File: config.mk
export PLATFORM = sky130hd
export DESIGN_NAME = mdu_iterative_flat
export DESIGN_NICKNAME = d
export VERILOG_FILES = /design/src/rtl/mdu_iterative_pkg.sv /design/src/rtl/mdu_iterative_if.sv /design/src/rtl/mdu_iterative_div_core.sv /design/src/rtl/mdu_iterative.sv /design/src/flat_wrapper.sv
export SDC_FILE = /design/constraint.sdc
export NUM_CORES = 2
export LEC_CHECK = 0
export CAP_MARGIN = 5
export CORE_ASPECT_RATIO = 1.25
export CORE_MARGIN = 8
export CORE_UTILIZATION = 45
export CTS_CLUSTER_SIZE = 30
export DETAILED_ROUTE_END_ITERATION = 16
export DONT_BUFFER_PORTS = 1
export GPL_ROUTABILITY_DRIVEN = 0
export SYNTH_ARGS = -nofsm -noshare
export SYNTH_HDL_FRONTEND = slang
export SYNTH_SLANG_ARGS = --single-unit
export TNS_END_PERCENT = 1
File: constraint.sdc
create_clock -name clk -period 19.15 [get_ports clk]
set_input_delay 0.9575 -clock clk [delete_from_list [all_inputs] [get_ports clk]]
set_output_delay 0.9575 -clock clk [all_outputs]
set_load 0.02 [all_outputs]
File: src/rtl/mdu_iterative_pkg.sv
// ---------------------------------------------------------------------------
// mdu_iterative_pkg
//   Shared definitions for the decoder, the single-cycle ALU and the
//   multiply/divide unit.
//   - XLEN, CTL_W       : datapath and alu_ctl widths
//   - ALU_MUL..ALU_REMU : RV32M alu_ctl codes consumed by the MDU
//   - mdu_state_t       : MDU FSM state encoding
//   - is_mdu_op / is_div_op / is_mul_op : alu_ctl classification helpers
// ---------------------------------------------------------------------------
package mdu_iterative_pkg;

    localparam int XLEN  = 32;
    localparam int CTL_W = 5;

    localparam logic [CTL_W-1:0] ALU_MUL    = 5'b00010;
    localparam logic [CTL_W-1:0] ALU_MULH   = 5'b00011;
    localparam logic [CTL_W-1:0] ALU_MULHSU = 5'b00100;
    localparam logic [CTL_W-1:0] ALU_MULHU  = 5'b00101;
    localparam logic [CTL_W-1:0] ALU_DIV    = 5'b00110;
    localparam logic [CTL_W-1:0] ALU_DIVU   = 5'b00111;
    localparam logic [CTL_W-1:0] ALU_REM    = 5'b01000;
    localparam logic [CTL_W-1:0] ALU_REMU   = 5'b01001;

    typedef enum logic [1:0] {
        ST_IDLE = 2'd0,
        ST_DIV  = 2'd1,
        ST_DONE = 2'd2
    } mdu_state_t;

    function automatic logic is_mdu_op(input logic [CTL_W-1:0] ctl);
        return (ctl >= ALU_MUL) && (ctl <= ALU_REMU);
    endfunction

    function automatic logic is_mul_op(input logic [CTL_W-1:0] ctl);
        return (ctl >= ALU_MUL) && (ctl <= ALU_MULHU);
    endfunction

    function automatic logic is_div_op(input logic [CTL_W-1:0] ctl);
        return (ctl >= ALU_DIV) && (ctl <= ALU_REMU);
    endfunction

endpackage

File: src/rtl/mdu_iterative_if.sv
// ---------------------------------------------------------------------------
// mdu_iterative_if
//   Request/response bundle between the execute stage and the MDU.
//   Handshake: a request is taken on a clk edge where start=1, flush=0,
//   busy=0 and alu_ctl is an RV32M code; there is no ready/backpressure,
//   a request seen while busy is simply dropped. done pulses for one cycle
//   when result holds the answer; result then holds until the next
//   completed operation.
//   master (pipeline): drives start, alu_ctl, op_a, op_b, flush
//   slave  (MDU)     : drives busy, done, result, state (debug view of FSM)
// ---------------------------------------------------------------------------
interface mdu_iterative_if;
    import mdu_iterative_pkg::*;

    logic             start;
    logic [CTL_W-1:0] alu_ctl;
    logic [XLEN-1:0]  op_a;
    logic [XLEN-1:0]  op_b;
    logic             flush;
    logic             busy;
    logic             done;
    logic [XLEN-1:0]  result;
    mdu_state_t       state;

    modport master (
        output start, alu_ctl, op_a, op_b, flush,
        input  busy, done, result, state
    );

    modport slave (
        input  start, alu_ctl, op_a, op_b, flush,
        output busy, done, result, state
    );

endinterface

File: src/rtl/mdu_iterative_div_core.sv
// ---------------------------------------------------------------------------
// mdu_iterative_div_core
//   Unsigned 32-bit restoring divider datapath, one quotient bit per step.
//   Ports:
//     clk, rst   : clock, synchronous active-high reset
//     load       : capture dividend/divisor, clear remainder and counter
//     step       : perform one restoring step
//     dividend   : unsigned dividend (magnitude)
//     divisor    : unsigned divisor (magnitude, non-zero)
//     quot_step  : quotient as it will be after the current step
//     rem_step   : remainder as it will be after the current step
//     last       : current step is the 32nd (counter==31)
//   The *_step outputs are the combinational results of this cycle's step
//   so the owner can register the final answer on the same edge that the
//   last step completes.
// ---------------------------------------------------------------------------
module mdu_iterative_div_core
    import mdu_iterative_pkg::*;
(
    input  logic            clk,
    input  logic            rst,
    input  logic            load,
    input  logic            step,
    input  logic [XLEN-1:0] dividend,
    input  logic [XLEN-1:0] divisor,
    output logic [XLEN-1:0] quot_step,
    output logic [XLEN-1:0] rem_step,
    output logic            last
);

    logic [XLEN-1:0] rem_q;
    logic [XLEN-1:0] quot_q;
    logic [XLEN-1:0] dvsr_q;
    logic [4:0]      count_q;

    // rem < divisor always, so the shifted partial remainder fits in 33 bits
    logic [XLEN:0]   shifted;
    logic [XLEN:0]   trial;

    always_comb begin
        shifted = {rem_q, quot_q[XLEN-1]};
        trial   = shifted - {1'b0, dvsr_q};
        if (!trial[XLEN]) begin
            rem_step  = trial[XLEN-1:0];
            quot_step = {quot_q[XLEN-2:0], 1'b1};
        end else begin
            rem_step  = shifted[XLEN-1:0];
            quot_step = {quot_q[XLEN-2:0], 1'b0};
        end
    end

    assign last = (count_q == 5'd31);

    always_ff @(posedge clk) begin
        if (rst) begin
            rem_q   <= '0;
            quot_q  <= '0;
            dvsr_q  <= '0;
            count_q <= '0;
        end else if (load) begin
            rem_q   <= '0;
            quot_q  <= dividend;
            dvsr_q  <= divisor;
            count_q <= '0;
        end else if (step) begin
            rem_q   <= rem_step;
            quot_q  <= quot_step;
            count_q <= count_q + 5'd1;
        end
    end

endmodule

File: src/rtl/mdu_iterative.sv
// ---------------------------------------------------------------------------
// mdu_iterative
//   RV32M multiply/divide unit beside the single-cycle ALU.
//   Multiplies finish in one cycle; divides/remainders run a 32-step
//   restoring divider. RISC-V divide-by-zero and signed-overflow results
//   are produced directly in one cycle.
//   Ports:
//     clk  : system clock
//     rst  : synchronous active-high reset
//     bus  : mdu_iterative_if.slave (start/alu_ctl/op_a/op_b/flush in,
//            busy/done/result/state out)
// ---------------------------------------------------------------------------
module mdu_iterative
    import mdu_iterative_pkg::*;
(
    input  logic           clk,
    input  logic           rst,
    mdu_iterative_if.slave bus
);

    mdu_state_t      state;
    mdu_state_t      state_nxt;
    logic [XLEN-1:0] result_q;
    logic [XLEN-1:0] result_nxt;
    logic            result_we;
    logic            core_load;

    // Flags of the divide in flight
    logic            rem_sel_q;
    logic            neg_q_q;
    logic            neg_r_q;

    // ---------------- request decode ----------------
    logic            is_signed_div;
    logic            is_rem;
    logic            a_neg;
    logic            b_neg;
    logic [XLEN-1:0] mag_a;
    logic [XLEN-1:0] mag_b;
    logic            div_zero;
    logic            div_ovf;

    assign is_signed_div = (bus.alu_ctl == ALU_DIV) || (bus.alu_ctl == ALU_REM);
    assign is_rem        = (bus.alu_ctl == ALU_REM) || (bus.alu_ctl == ALU_REMU);
    assign a_neg         = is_signed_div && bus.op_a[XLEN-1];
    assign b_neg         = is_signed_div && bus.op_b[XLEN-1];
    assign mag_a         = a_neg ? -bus.op_a : bus.op_a;
    assign mag_b         = b_neg ? -bus.op_b : bus.op_b;
    assign div_zero      = (bus.op_b == '0);
    assign div_ovf       = is_signed_div && (bus.op_a == 32'h8000_0000) &&
                           (bus.op_b == 32'hFFFF_FFFF);

    // ---------------- multiplier ----------------
    // The low 64 bits of the 66-bit product of 33-bit extended operands
    // equal the 64-bit product of the same operands extended to 64 bits,
    // which is all MUL/MULH* ever return.
    logic            sext_a;
    logic            sext_b;
    logic [63:0]     mul_a;
    logic [63:0]     mul_b;
    logic [63:0]     product;
    logic [XLEN-1:0] mul_res;

    assign sext_a  = ((bus.alu_ctl == ALU_MULH) || (bus.alu_ctl == ALU_MULHSU)) &&
                     bus.op_a[XLEN-1];
    assign sext_b  = (bus.alu_ctl == ALU_MULH) && bus.op_b[XLEN-1];
    assign mul_a   = {{32{sext_a}}, bus.op_a};
    assign mul_b   = {{32{sext_b}}, bus.op_b};
    assign product = mul_a * mul_b;
    assign mul_res = (bus.alu_ctl == ALU_MUL) ? product[31:0] : product[63:32];

    // ---------------- divider datapath ----------------
    logic [XLEN-1:0] quot_step;
    logic [XLEN-1:0] rem_step;
    logic            core_last;

    mdu_iterative_div_core u_div_core (
        .clk       (clk),
        .rst       (rst),
        .load      (core_load),
        .step      (state == ST_DIV),
        .dividend  (mag_a),
        .divisor   (mag_b),
        .quot_step (quot_step),
        .rem_step  (rem_step),
        .last      (core_last)
    );

    // ---------------- FSM: next state / result ----------------
    always_comb begin
        state_nxt  = state;
        result_nxt = result_q;
        result_we  = 1'b0;
        core_load  = 1'b0;
        if (bus.flush) begin
            // Kill wins over everything; an in-flight divide is discarded.
            state_nxt = ST_IDLE;
        end else begin
            case (state)
                ST_IDLE, ST_DONE: begin
                    state_nxt = ST_IDLE;
                    if (bus.start && is_mdu_op(bus.alu_ctl)) begin
                        if (is_mul_op(bus.alu_ctl)) begin
                            state_nxt  = ST_DONE;
                            result_nxt = mul_res;
                            result_we  = 1'b1;
                        end else if (div_zero) begin
                            state_nxt  = ST_DONE;
                            result_nxt = is_rem ? bus.op_a : '1;
                            result_we  = 1'b1;
                        end else if (div_ovf) begin
                            state_nxt  = ST_DONE;
                            result_nxt = is_rem ? '0 : 32'h8000_0000;
                            result_we  = 1'b1;
                        end else begin
                            state_nxt = ST_DIV;
                            core_load = 1'b1;
                        end
                    end
                end
                ST_DIV: begin
                    if (core_last) begin
                        state_nxt = ST_DONE;
                        result_we = 1'b1;
                        if (rem_sel_q)
                            result_nxt = neg_r_q ? -rem_step : rem_step;
                        else
                            result_nxt = neg_q_q ? -quot_step : quot_step;
                    end
                end
                default: state_nxt = ST_IDLE;
            endcase
        end
    end

    always_ff @(posedge clk) begin
        if (rst) begin
            state     <= ST_IDLE;
            result_q  <= '0;
            rem_sel_q <= 1'b0;
            neg_q_q   <= 1'b0;
            neg_r_q   <= 1'b0;
        end else begin
            state <= state_nxt;
            if (result_we)
                result_q <= result_nxt;
            if (core_load) begin
                rem_sel_q <= is_rem;
                neg_q_q   <= a_neg ^ b_neg;
                neg_r_q   <= a_neg;
            end
        end
    end

    assign bus.busy   = (state == ST_DIV);
    assign bus.done   = (state == ST_DONE);
    assign bus.result = result_q;
    assign bus.state  = state;

endmodule

File: src/flat_wrapper.sv
// flat-port wrapper written by rule: the top's interface ports become plain ports
module mdu_iterative_flat import mdu_iterative_pkg::*;
  (clk, rst, bus_start, bus_alu_ctl, bus_op_a, bus_op_b, bus_flush, bus_busy, bus_done, bus_result, bus_state);
  mdu_iterative_if bus_i ();
  input  logic clk;
  input  logic rst;
  input wire logic [$bits(bus_i.start)-1:0] bus_start;
  input wire logic [$bits(bus_i.alu_ctl)-1:0] bus_alu_ctl;
  input wire logic [$bits(bus_i.op_a)-1:0] bus_op_a;
  input wire logic [$bits(bus_i.op_b)-1:0] bus_op_b;
  input wire logic [$bits(bus_i.flush)-1:0] bus_flush;
  output wire logic [$bits(bus_i.busy)-1:0] bus_busy;
  output wire logic [$bits(bus_i.done)-1:0] bus_done;
  output wire logic [$bits(bus_i.result)-1:0] bus_result;
  output wire logic [$bits(bus_i.state)-1:0] bus_state;
  assign bus_i.start = bus_start;
  assign bus_i.alu_ctl = bus_alu_ctl;
  assign bus_i.op_a = bus_op_a;
  assign bus_i.op_b = bus_op_b;
  assign bus_i.flush = bus_flush;
  assign bus_busy = bus_i.busy;
  assign bus_done = bus_i.done;
  assign bus_result = bus_i.result;
  assign bus_state = bus_i.state;
  mdu_iterative u_core (.clk(clk), .rst(rst), .bus(bus_i));
endmodule
[Yosys cells after proc, flatten, opt, wreduce, memory -nomap -nowiden]
Index checks and enable logic that the tools add are counted.
Storage, ports and cells
  output and inout port bits: 36
  register bits after elaboration: 138
  word-level logic and storage cells: 92
Operators by class
  multiply operators: 1
  bitwise logic cells: 2
  magnitude comparators: 3
  multiplexer cells: 37
  reduce and logical (&&, ||, !) cells: 20
  $add $sub $neg: 6
  equality and inequality tests: 14
Operators with widths (count)
  $mux 32: 16
  $neg 32->32: 4
  $eq 32x32->1 const B: 2
  $mul 33x33->64: 1
  $pmux 32 s2: 1
  $sub 33x32->33: 1
  $logic_not 32->1: 1
  $mux 1: 13
  $eq 5x2->1 const B: 2
  $eq 5x3->1 const B: 2
  $eq 5x4->1 const B: 2
  $mux 2: 5
  $logic_and 1x1->1: 9
  $reduce_and 6->1: 1
  $reduce_or 2->1: 3
  $add 5x1->5 const B: 1
  $eq 5x5->1 const B: 1
  $ge 5x2->1 const B: 1
  $le 5x3->1 const B: 1
  $le 5x4->1 const B: 1
  $ne 2x1->1 const B: 2
  $ne 4x1->1 const B: 1
  $pmux 2 s2: 1
  $reduce_bool 2->1: 2
  other kinds (7): 9

[Longest topological paths before layout]
  depth after elaboration: 11
  gate-level depth with buffers: 32
  depth with buffers taken out: 31

[Hierarchy]
From an unflattened synthesis, not the netlist that was laid out.
Second synthesis, totals
  cells, all modules: 5908
  area, all modules: 50328.3 um^2
By module, submodules not included
  mdu_iterative: area each 43708.2 um^2, times used 1, cells an instance 5126
  mdu_iterative_div_core: area each 6620.1 um^2, times used 1, cells an instance 782

[Least setup slack after synthesis]
No wires, ideal clock.
  path kind: input to register
  start point: input port bus_op_a[31]
  end point: register u_core.result_q[30], in the netlist u_core.bus.result[30]
  cell stages on the path: 29
  path buffers: 3
  arrival: 8.921 ns
  setup slack: 10.110 ns
  path through: clkbuf_1 -> o211a_1 -> clkbuf_1 -> clkbuf_1 -> nand2_1 -> fa_1 -> fa_1 -> inv_1 -> fa_1 -> inv_1 -> fa_1 -> inv_1 -> fa_1 -> fa_1 -> fa_1 -> inv_1 -> fa_1 -> inv_1 -> ha_1 -> and3_1 -> nand4_1 -> nor2_1 -> a211o_1 -> a31oi_1 -> o21ai_1 -> a21oi_1 -> o21ai_0 -> mux2i_1 -> o221a_2
Between the ends
  word-level cells in the longest chain between the ends: 10
Ends and longest elaborated chain
  start, declared: RTL line flat_wrapper.sv:9  | input wire logic [$bits(bus_i.op_a)-1:0] bus_op_a;
  parallel branches: the longest is 10 deep, another holds $mul 33x33->64
  end signal, assigned: RTL line mdu_iterative.sv:146  | result_q <= result_nxt;
  end, declared: RTL line mdu_iterative.sv:23  | logic [XLEN-1:0] result_q;
Several ways; the timed one is not identified. The select of a mux whose other input is x is not followed.
A chain may end at the register's enable or synchronous reset.

[Worst setup path in the final report]
  start point: input port bus_alu_ctl[0]
  end point: register u_core.result_q[25], in the netlist u_core.bus.result[25]
Between the ends
  word-level cells in the longest chain between the ends: 11
Ends and longest elaborated chain
  start, declared: RTL line flat_wrapper.sv:8  | input wire logic [$bits(bus_i.alu_ctl)-1:0] bus_alu_ctl;
  parallel branches: the longest is 11 deep, another holds $mul 33x33->64
Several ways; the timed one is not identified. The select of a mux whose other input is x is not followed.

==> metrics.cfg <==
[logic_synthesis]
ys_ff_latch = 138
synth.cells.most_frequent = inv_1 (1241), fa_1 (1126), nand2_1 (971)
syn-instance-count = 5926
synth_seq_area_share_pct = 5.50
netlist.top_cell.by_area = fa_1
synth.net_count = 7376
synth.most_common_cell = inv_1
ys.flop_type = dfxtp_1
ys_async_sr_fraction_pct = 0
synth_area_leaders = fa_1 (45%), inv_1 (9.3%), nand2_1 (7.3%)
post_synth.cell_area_avg_um2 = 8.47
synth.yosys.warnings = 0
netlist-cell-type-count = 101
synth_area_um2 = 50200
post-synth-top-area-fraction_pct = 44.9
synth_enable_flop_cells = 0

[clock_tree]
post_cts.resized_instances = 0
cts_max_level = 4
clockBufferDepth = 2
clk_pin_slew_ns = 0.07
post_cts_hold_buffer_count = 0
clock-root-buffer = clkbuf_16
worst_skew_pair.late_latency_ns = 0.46
tritoncts = yes
clock_sinks = 138
cts_post_setup_buffers_inserted = 0
cts_buffers = 17

[placement]
detailedPlacementHpwl_mm = 123
portBuffers = 0

[floorplanning]
floorplan.io_pins = 109
fp-row-count = 137
fp.coreArea_um2 = 111000
die_area_um2 = 123000
die-height_um = 389
initial_utilization_pct = 45.2
floorplan.die.width_um = 315

[cells_and_area]
seq_cell_area_um2 = 2760
flow.area_growth_from_synthesis_pct = 2.39
n_fill_cell = 10962
multiInputGateArea_um2 = 41400
drive_above_1_share_pct = 2.19
finalNetCount = 7048

[sta]
timing_max_transition_violations_final = 0
finalSetupViolCount = 0
finalHoldViolations = 0
timing.slew.headroom_pct = 29.0
setup_total_negative_slack_ns = 0
timing.final.crit_share_pct = 49.8
fmax_mhz = 105
rsz0062_at_grt = no
final.min_clock_period_ns = 9.53
clock-skew-final_ns = 0.0113
tightest_slew_ns = 1.05

[grt]
grt_pass1_wl_mm = 259
grt_start_max_net_pins = 95
track_usage_pct = 27.3
grt_antenna_before_repair = 5
grt_overflow = 0
vias_in_the_first_global_route = 43197

[detailed_routing]
route.vias.total = 40838
detail-route-antenna-nets = 0
finalWirelength_mm = 167
vias_cell = 5.78
route.detailed.drc = 0
drt_iter0_drc = 3791
detailedRoute.firstPassIterationCount = 6
wl_per_cell_um = 23.7

[worst_setup_path]
critical_path.startpoint_type = primary input
critical_path_required_ns = 19.55
critPathSlowestCell = fa_1
worst_setup_path_end_kind = flip-flop
path_common_cell = fa_1
cp.arrival_ns = 9.93
path_buf_inv = 8
timing.setup.critical_path_class = primary input to flip-flop
critical_path_peak_fanout = 30
max_stage_delay_ns = 0.78
worst_path_dominant_cell_family = adder cells

[outcome]
outcome = complete, no violations

[job]
max_cap_viol_count = 0

[worst_hold_path]
hold_path_class = flip-flop to flip-flop

-- path summary, 6_finish.rpt --
path              cells past startpoint                    startpoint                           end  slack (ns)
setup reg to reg                     23  u_core.u_div_core.quot_q[31]         u_core.bus.result[18]       11.93
hold reg to reg                       2  u_core.u_div_core.dvsr_q[21]  u_core.u_div_core.dvsr_q[21]        0.45
setup / recovery                     30                bus_alu_ctl[0]         u_core.bus.result[25]        9.62
hold / removal                        2  u_core.u_div_core.dvsr_q[21]  u_core.u_div_core.dvsr_q[21]        0.45
-- layer usage --
metal | vias to the layer above | wire length [um] | track usage [%]
li1 | 17431 | - | -
met1 | 21048 | 62600 | 33.3
met2 | 1864 | 80800 | 46.7
met3 | 493 | 14300 | 4.98
met4 | 2 | 9690 | 12.8
met5 | - | 46 | 0
-- worst min-delay path, delay by kind of cell (launching register included) --
kind	cells	cell delay, ns
and+or+nand+nor	1	0.05
AOI/OAI and AO/OA	1	0.05
DFF	1	0.31
-- cells by family (layout without fill, tap and decap cells) --
| logic type | Yosys count | count (layout) | share of synthesized area (%) |
|---|---|---|---|
| xor+xnor | 197 | 197 | 3.52 |
| fa+ha+maj | 1377 | 1377 | 51.1 |
| mux | 40 | 40 | 0.847 |
| other cells | 0 | 2 | 0 |
| flops | 138 | 138 | 5.50 |
| compound gates | 740 | 740 | 10.1 |
| buf+inv | 1615 | 1298 | 12.1 |
| simple gates | 1819 | 1819 | 16.7 |
-- layout by cell type, fill, tap and decap left out, types with 24 or more instances in the layout --
cell type  instances
inv_1           1240
fa_1            1126
nand2_1          971
and2_1           304
ha_1             251
nor2_1           245
a21oi_1          190
dfxtp_1          138
o21ai_0          134
xnor2_1          117
a211oi_1          82
xor2_1            77
nor3_1            46
a21o_1            38
nand3_1           35
mux2i_1           32
nand4_1           30
o31ai_1           28
or4_1             27
a22oi_1           27
buf_4             26
nor4_1            25
or3_1             25
o211ai_1          24
-- final cells by class --
cell class / count / area share (%)
Antenna cell: 2 / 0.00973
Clock buffer: 19 / 0.881
Clock inverter: 11 / 0.239
Inverter: 1242 / 9.07
Multi-Input combinational cell: 4173 / 80.5
Sequential cell: 138 / 5.37
Tap cell: 1459 / 3.55
Timing Repair Buffer: 26 / 0.380
-- through the flow --
| stage | util (%) | hold slack (ns) | cells | setup WS [ns] | cell area [um^2] |
|---|---|---|---|---|---|
| 6_report | 46.3 | 0.450 | 7070 | 9.62 | 51400 |
| 5_1_grt | 46.3 | 0.480 | 7068 | 9.01 | 51400 |
| 4_1_cts | 46.3 | 0.448 | 7068 | 9.61 | 51400 |
| 3_5_place_dp | 45.8 | 0.440 | 7038 | 9.12 | 50800 |
| 3_3_place_gp | 45.8 | 0.437 | 7038 | 9.30 | 50800 |
| 2_1_floorplan | - | 0.432 | 5926 | 10.11 | 50200 |
-- registers in the layout, summed over array words and instances (netlist names) --
signal	flops
u_core.neg_r_q	1
u_core.bus.state	2
u_core.u_div_core.quot_q	32
u_core.rem_sel_q	1
u_core.bus.result	32
u_core.neg_q_q	1
u_core.u_div_core.count_q	5
u_core.u_div_core.rem_q	32
u_core.u_div_core.dvsr_q	32
Power is left out: the tool's default activity adds up to more than one toggle a clock period on the data nets, which glitch-free logic cannot reach.
